===== config.mk =====
export PLATFORM = sky130hd
export DESIGN_NAME = fetch_unit
export DESIGN_NICKNAME = d
export VERILOG_FILES = /design/src/rtl/fetch_unit_pkg.sv /design/src/rtl/fetch_unit_prefetch_fifo.sv /design/src/rtl/fetch_unit.sv
export SDC_FILE = /design/constraint.sdc
export NUM_CORES = 1
export LEC_CHECK = 0
export CORE_ASPECT_RATIO = 1.1
export CORE_MARGIN = 8
export CORE_UTILIZATION = 40
export DETAILED_ROUTE_END_ITERATION = 6
export HOLD_SLACK_MARGIN = 0.02
export SLEW_MARGIN = 20
export SYNTH_ARGS = -nofsm -noshare
export SYNTH_HDL_FRONTEND = slang
export SYNTH_SLANG_ARGS = --single-unit

===== constraint.sdc =====
create_clock -name clk -period 7.26 [get_ports clk]
set_clock_uncertainty 0.15 [all_clocks]
set_input_delay 1.089 -clock clk [delete_from_list [all_inputs] [get_ports clk]]
set_output_delay 1.089 -clock clk [all_outputs]
set_load 0.01 [all_outputs]

===== src/rtl/fetch_unit_pkg.sv =====
// Shared types and constants for the instruction fetch unit.
package fetch_unit_pkg;

   localparam int unsigned XLen = 16;
   localparam logic [XLen-1:0] ResetPcDefault = 16'h0000;

   typedef enum logic [1:0] {
      StIdle,
      StWait,
      StDrop
   } fetch_state_e;

endpackage


===== src/rtl/fetch_unit_prefetch_fifo.sv =====
// First-word-fall-through prefetch buffer holding {pc, inst} entries.
module prefetch_fifo #(
   parameter int unsigned DEPTH = 4,
   parameter int unsigned WIDTH = 32
) (
   input  logic                    clk,
   input  logic                    rst,
   input  logic                    push,
   input  logic                    pop,
   input  logic                    flush,
   input  logic [WIDTH-1:0]        wdata,
   output logic [WIDTH-1:0]        rdata,
   output logic [$clog2(DEPTH):0]  count
);

   localparam int unsigned PtrW = $clog2(DEPTH);

   logic [WIDTH-1:0] mem_q [DEPTH];
   logic [PtrW-1:0]  wr_ptr_q, rd_ptr_q;
   logic [PtrW:0]    count_q;

   assign rdata = mem_q[rd_ptr_q];
   assign count = count_q;

   always_ff @(posedge clk or posedge rst) begin
      if (rst) begin
         for (int unsigned i = 0; i < DEPTH; i++) begin
            mem_q[i] <= '0;
         end
      end else if (push && !flush) begin
         mem_q[wr_ptr_q] <= wdata;
      end
   end

   // Flush wins over any push/pop in the same cycle.
   always_ff @(posedge clk or posedge rst) begin
      if (rst) begin
         wr_ptr_q <= '0;
         rd_ptr_q <= '0;
         count_q  <= '0;
      end else if (flush) begin
         wr_ptr_q <= '0;
         rd_ptr_q <= '0;
         count_q  <= '0;
      end else begin
         if (push) wr_ptr_q <= wr_ptr_q + 1'b1;
         if (pop)  rd_ptr_q <= rd_ptr_q + 1'b1;
         if (push && !pop)      count_q <= count_q + 1'b1;
         else if (pop && !push) count_q <= count_q - 1'b1;
      end
   end

endmodule


===== src/rtl/fetch_unit.sv =====
// Instruction fetch: one outstanding memory request feeding a prefetch buffer,
// with redirect flush and halt.
module fetch_unit
   import fetch_unit_pkg::*;
#(
   parameter int unsigned     DEPTH    = 4,
   parameter logic [XLen-1:0] RESET_PC = ResetPcDefault
) (
   input  logic            clk,
   input  logic            rst,
   output logic            imem_req,
   output logic [XLen-1:0] imem_addr,
   input  logic            imem_ack,
   input  logic [XLen-1:0] imem_data,
   output logic            inst_valid,
   output logic [XLen-1:0] inst,
   output logic [XLen-1:0] inst_pc,
   input  logic            inst_ready,
   input  logic            redirect,
   input  logic [XLen-1:0] redirect_pc,
   input  logic            halt
);

   localparam int unsigned CntW = $clog2(DEPTH) + 1;

   fetch_state_e    state_q, state_d;
   logic [XLen-1:0] fpc_q, fpc_d;
   logic [XLen-1:0] addr_q, addr_d;
   logic [CntW-1:0] count, cnt_next;
   logic [2*XLen-1:0] head;
   logic            push, pop, issue_ok;

   assign inst_valid = (count != '0);
   assign inst_pc    = head[2*XLen-1:XLen];
   assign inst       = head[XLen-1:0];
   assign imem_req   = (state_q != StIdle);
   assign imem_addr  = addr_q;

   assign push = (state_q == StWait) & imem_ack & ~redirect;
   assign pop  = inst_valid & inst_ready & ~redirect;

   // Issue only if the returning word is guaranteed a slot.
   assign cnt_next = count + CntW'(push) - CntW'(pop);
   assign issue_ok = ~halt & (cnt_next < CntW'(DEPTH));

   prefetch_fifo #(
      .DEPTH (DEPTH),
      .WIDTH (2 * XLen)
   ) u_fifo (
      .clk   (clk),
      .rst   (rst),
      .push  (push),
      .pop   (pop),
      .flush (redirect),
      .wdata ({fpc_q, imem_data}),
      .rdata (head),
      .count (count)
   );

   always_comb begin
      state_d = state_q;
      fpc_d   = fpc_q;
      addr_d  = addr_q;
      if (redirect) fpc_d = redirect_pc;
      unique case (state_q)
         StIdle: begin
            if (!redirect && issue_ok) begin
               state_d = StWait;
               addr_d  = fpc_q;
            end
         end
         StWait: begin
            if (redirect) begin
               state_d = imem_ack ? StIdle : StDrop;
            end else if (imem_ack) begin
               fpc_d = fpc_q + XLen'(2);
               if (issue_ok) addr_d = fpc_q + XLen'(2);
               else          state_d = StIdle;
            end
         end
         StDrop: begin
            if (imem_ack) state_d = StIdle;
         end
         default: state_d = StIdle;
      endcase
   end

   always_ff @(posedge clk or posedge rst) begin
      if (rst) begin
         state_q <= StIdle;
         fpc_q   <= RESET_PC;
         addr_q  <= '0;
      end else begin
         state_q <= state_d;
         fpc_q   <= fpc_d;
         addr_q  <= addr_d;
      end
   end

endmodule


==> metrics.cfg <==
[layout]
layout-area-overhead-vs-synth_pct = 21.16
drive_gt1_share_pct = 34.84
n_antenna_cell = 0
nets = 673

[clock_network]
cts_root_buffer = clkbuf_16
numCtsBuffers = 17
cts.htree.levels = 4
cts_num_sinks = 169
cts_buffer_depth = 2
cts.repair.resized = 0
post_cts_hold_buffer_count = 0
clkTransAtPathRegs_ps = 60
tritoncts = yes
post_cts_setup_driven_buffer_insertion_count = 0
latest_clock_arrival_within_the_worst_skew_pair_ps = 420

[logic_synthesis]
synth_flop_cell = dfrtp_1
syn-num-nets = 606
async_reset_ff_share_pct = 100.0
yosysUniqueCellTypes = 38
netlist_top_cells_area = dfrtp_1, mux2_2, mux4_2, xnor2_1, nand2_1
synth_top_cell_by_area = dfrtp_1
post-synth-top-area-fraction_pct = 53.73
most_common_cell_in_the_synthesized_netlist = dfrtp_1
netlist_top_cells_count = dfrtp_1, mux2_2, nand2_1
ys_ff_latch = 169
synth-edff-count = 0
synth-seq-area-share_pct = 53.73
avgSynthCellArea_um2 = 14.06
yosys_warnings = 0
post_synth_instance_area_um2 = 7871
postSynthCellCount = 560

[placement]
routability_cong = 0.8006
place_hpwl_mm = 11.34
io_buffer_count = 87

[critical_path]
r2r_start = u_fifo.count[0]
worst_path_largest_cell_delay_ps = 590
crit_fanout = 24
cp_data_required_time_ps = 6020
worst_r2r_endpoint = imem_addr[0]
critical_path.top_delay_family = buffers and inverters
endpoint_kind_of_the_worst_setup_timing_path = output port
cp_slowest_cell = mux4_2
worstRegToRegCells = 10
path_cells = buf_4, mux4_2, clkdlybuf4s50_1
timing_worst_setup_path_type = flop to output port
register_to_register_setup_slack_ps = 4050
cp.arrival_ps = 2540
crit_path_start_kind = flop
crit_buf_inv = 2

[routing]
routed_wire_length_per_instance_um = 19.18
drtAntennaViolNets = 0
drt-pass1-iter-count = 4
routed-via-count = 4641
detailedRoute.firstIterationViolations = 220
routed_via_density = 5.203
routed_wirelength_mm = 17.11
route.detailed.drc = 0

[worst_hold_path]
worstHoldStart = u_fifo.mem_q[76]
hold-path-endpoint = u_fifo.mem_q[76]
timing.hold.worst_path_depth = 1
hp-class = flop to flop

[floorplan]
core_um2 = 19590
initial_core_util_pct = 40.17
num_rows = 54
die-height_um = 163.1
top_level_ports = 88
die_width_um = 149.8
die_area_um2 = 24430

[timing]
worst-slew-pin-transition_ps = 993.3
count_of_endpoints_failing_setup_in_the_final_report = 0
timing_hold_violations_final = 0
tns_ps = 0
rsz0062_at_grt = false
max_freq_mhz = 264.6
min_period_ps = 3780
slew_viol_final = 0
period_share_pct = 52.06
timing.max_slew.rel_slack_pct = 33.54

[job]
max_cap_viol_count = 0

[pwr]
power.leakage_nw = 4.270
design_power_total_w = 0.003463
p_per_area_nw_per_um2 = 363.1
ir_worst_vdd_uv = 208.2

[global_routing]
maximum_number_of_pins_on_one_net_before_global_route_repair = 123
use_met3_pct = 3.020
antenna_found_initial = 0
grt_use_met2_pct = 24.49
global_route.usage.met1_pct = 18.42
grt_first_pass_wirelength_mm = 27.72
grt_most_used_layer = met2
globalRouteOverflowTotal = 0
grt_usage_pct = 14.59
via_count_of_the_first_global_routing_pass = 5086

[status]
run_status = finished, final reports clean

-- worst max path at each step --
stage,start,to,depth (start not counted)
3_3_place_gp,inst_ready,imem_addr[8],10
2_1_floorplan,rst,fpc_q[0],1
4_1_cts,u_fifo.rd_ptr_q[0],inst_pc[15],3
3_5_place_dp,inst_ready,imem_addr[8],10
5_1_grt,u_fifo.rd_ptr_q[0],inst_pc[15],3
6_report,u_fifo.rd_ptr_q[0],inst_pc[15],3
-- worst reg2reg max path, cell delays in order (launching register included) --
cell and delay (ps):
dfrtp_1 410, or3_1 440, and2_0 290, nor2b_1 190
ha_1 190, inv_1 50, ha_1 240, a31oi_4 190
xnor2_2 160, nand4b_4 370, mux2_4 420
-- metrics by stage --
| step | worst slack, ps | instances | hold slack [ps] | area, um^2 | util (%) |
|---|---|---|---|---|---|
| 2_1_floorplan | 1446 | 560 | 323.8 | 7871 | - |
| 3_3_place_gp | 3311 | 860 | 331.1 | 8916 | 45.50 |
| 4_1_cts | 3384 | 892 | 350.8 | 9534 | 48.66 |
| 3_5_place_dp | 3234 | 860 | 337.2 | 8916 | 45.50 |
| 6_report | 3480 | 892 | 347.7 | 9537 | 48.67 |
| 5_1_grt | 3329 | 892 | 354.7 | 9537 | 48.67 |
-- metal layers --
layer / share of wire, % / vias to the layer above / wire length, um
met1: 45 / 2433 / 7638
met5: 0 / - / 0
met2: 51 / 72 / 8718
met3: 3.1 / 18 / 525
li1: - / 2118 / -
met4: 1.3 / 0 / 227
-- layout by cell type, fill, tap and decap left out, drive strengths merged, types with 3 or more instances in the layout --
cell           netlist  final
clkdlybuf4s50        0     87
o21ai               15     15
clkbuf              18     23
nor2b                3      3
nand3               11     11
nand4                6      6
dfrtp              169    169
mux2               144    144
inv                  8      8
xnor2               20     20
or3                  3      3
bufinv               0      3
and2                 3      3
buf                 26      5
xor2                13     13
or2                  3      3
clkinv               0      4
ha                   7      7
nand2               37     37
nor3                 6      6
mux4                32     32
nor2                17     17
a21oi                4      4
-- registers in the layout (all words and copies together) (netlist names) --
register         cells
fpc_q               16
imem_addr           16
state_q              2
u_fifo.count         3
u_fifo.mem_q       128
u_fifo.rd_ptr_q      2
u_fifo.wr_ptr_q      2
-- power breakdown --
group,internal (W),switching (W),leakage [nW]
sequential,0.00116,0.000153,2.24
clock,0.000571,0.000365,0.294
combinational,0.000734,0.000481,1.74
-- cell type report --
class	instances	area (um^2)
Clock buffer	23	478.0
Clock inverter	9	140.1
Fill cell	1694	10060
Inverter	8	37.54
Multi-Input combinational cell	339	3426
Sequential cell	169	4232
Tap cell	252	315.3
Timing Repair Buffer	92	908.4
-- kinds of logic (layout without fill, tap and decap cells) --
logic type	count (synthesis)	count (layout)	share of synthesized area (%)
compound gates	24	24	1.844
flops	169	169	53.73
simple gates	96	96	6.009
mux	178	178	30.44
xor+xnor	33	33	3.767
fa+ha+maj	8	8	1.367
buf+inv	52	132	2.845
Power figures use the tool's default switching activity.
==> variant, RTL diff (same flow settings) <==
`DEPTH` is set to 4 in 2 places; all go to 2.
--- a/src/rtl/fetch_unit_prefetch_fifo.sv
+++ b/src/rtl/fetch_unit_prefetch_fifo.sv
@@ -1,5 +1,5 @@
 // First-word-fall-through prefetch buffer holding {pc, inst} entries.
 module prefetch_fifo #(
-   parameter int unsigned DEPTH = 4,
+   parameter int unsigned DEPTH = 2,
    parameter int unsigned WIDTH = 32
 ) (
--- a/src/rtl/fetch_unit.sv
+++ b/src/rtl/fetch_unit.sv
@@ -4,5 +4,5 @@
    import fetch_unit_pkg::*;
 #(
-   parameter int unsigned     DEPTH    = 4,
+   parameter int unsigned     DEPTH    = 2,
    parameter logic [XLen-1:0] RESET_PC = ResetPcDefault
 ) (
Function: changed (Yosys sat finds a counterexample within 4 cycles, from zero or initial values and one cycle with rst high).
==> variant against the original RTL <==
Synthesized cell count down 27%; worst setup slack got worse by 370 ps; largest cell class unchanged; combinational power down 62%; via count fell by 28%; sequential cell count down 67; first-iteration DRC count shrank 31%; area after synthesis down 37%; design area down 35%; total power fell by 50%; routed wire length shrank 34%.
==> variant: results <==
export IMPL_status="finished, final reports clean"
export IMPL_met2_usage=0.2362
export IMPL_synth_commonest_cells="dfrtp_1 (102), mux2_2 (99), nand2_1 (23)"
export IMPL_cpMaxStageDelayCell="xnor2_1"
export IMPL_largest_reg_flops=64
export IMPL_route_met2_wl_mm=5.448
export IMPL_gp_congestion=0.7834
export IMPL_grt_pass1_wl_mm=18.79
export IMPL_h_tree_depth=3
export IMPL_worst_pin_slew_ps=911.0
export IMPL_synth_seq_area_share=0.5176
export IMPL_top_layer="met4"
export IMPL_r2r_start="u_fifo.count[1]$_DFFE_PP0P_"
export IMPL_clk_pin_slew_worst_paths_ps=70
export IMPL_grt_max_degree=55
export IMPL_cp_max_fo=32
export IMPL_synth_area_top_cells="dfrtp_1 (52%), mux2_2 (23%), xnor2_1 (3.7%)"
export IMPL_clk_latency_ps=340
export IMPL_signal_buffers=92
export IMPL_reg2regPathDepth=8
export IMPL_buffer_area_frac=0.1472
export IMPL_cts_buffers=9
export IMPL_num_rows=42
export IMPL_critPathTopFamily="simple AND/OR/NAND/NOR gates"
export IMPL_dpl_worst_slack_ps=2749
export IMPL_critPathCapture="imem_addr[0]$_DFFE_PP0P_"
export IMPL_power_leakage_nw=2.585
export IMPL_grt_pass1_vias=3607
export IMPL_drt_met1_wl_mm=5.125
export IMPL_critPathMaxStageDelay_ps=680
export IMPL_grt_total_usage=0.1455
export IMPL_regToRegSetupSlack_ps=3810
export IMPL_crit_path_start="redirect"
export IMPL_whs_path_depth=2
export IMPL_syn_inst=410
export IMPL_routed_wl_mm=11.31
export IMPL_inverters=8
export IMPL_worstPathArrival_ps=4230
export IMPL_hp_start="u_fifo.mem_q[24]$_DFFE_PP0P_"
export IMPL_hold_end="u_fifo.mem_q[24]$_DFFE_PP0P_"
export IMPL_ir_drop_v=0.0001300
export IMPL_register_area_um2=2552
export IMPL_multi_input_gates=269
export IMPL_grt_use_met3=0.03021
export IMPL_antenna_found_initial=0
export IMPL_fin_ws_ps=3106
export IMPL_routedWlPerCell_um=17.64
export IMPL_synth_net_count=450
export IMPL_final_clkbuf_count=12
export IMPL_holdWs_ps=324.8
export IMPL_utilization=0.5128
export IMPL_globalRouteMet1Util=0.1830
export IMPL_layout_drive_gt1_share=0.2628
export IMPL_placed_cells=625
export IMPL_wl_met3_um=547
export IMPL_fillCellCount=1076
[variant: cell types whose count changed after synthesis, sizes merged, moves of 4 or more]
cell,before,now
ha,7,2
a31oi,2,7
o21ai,15,21
mux2,144,100
clkbuf,18,11
mux4,32,0
nand2,37,23
nor2,17,13
nor4,1,5
xor2,13,5
a21oi,4,20
dfrtp,169,102
buf,26,20
[variant: kinds of logic (layout without fill, tap and decap cells)]
| logic type | Yosys count | after routing | share of synthesized area |
|---|---|---|---|
| adders and majority gates | 2 | 2 | 0.005074 |
| and+or+nand+nor | 90 | 90 | 0.1045 |
| DFF | 102 | 102 | 0.5176 |
| muxes | 101 | 101 | 0.2304 |
| AOI/OAI and AO/OA | 50 | 50 | 0.05354 |
| buffers and inverters | 39 | 116 | 0.04263 |
| xor gates and xnor gates | 26 | 26 | 0.04618 |
[variant: power by group]
part	internal, mW	total [mW]	switching, mW
Combinational	0.295	0.468	0.172
Clock	0.288	0.496	0.209
Sequential	0.686	0.765	0.0790
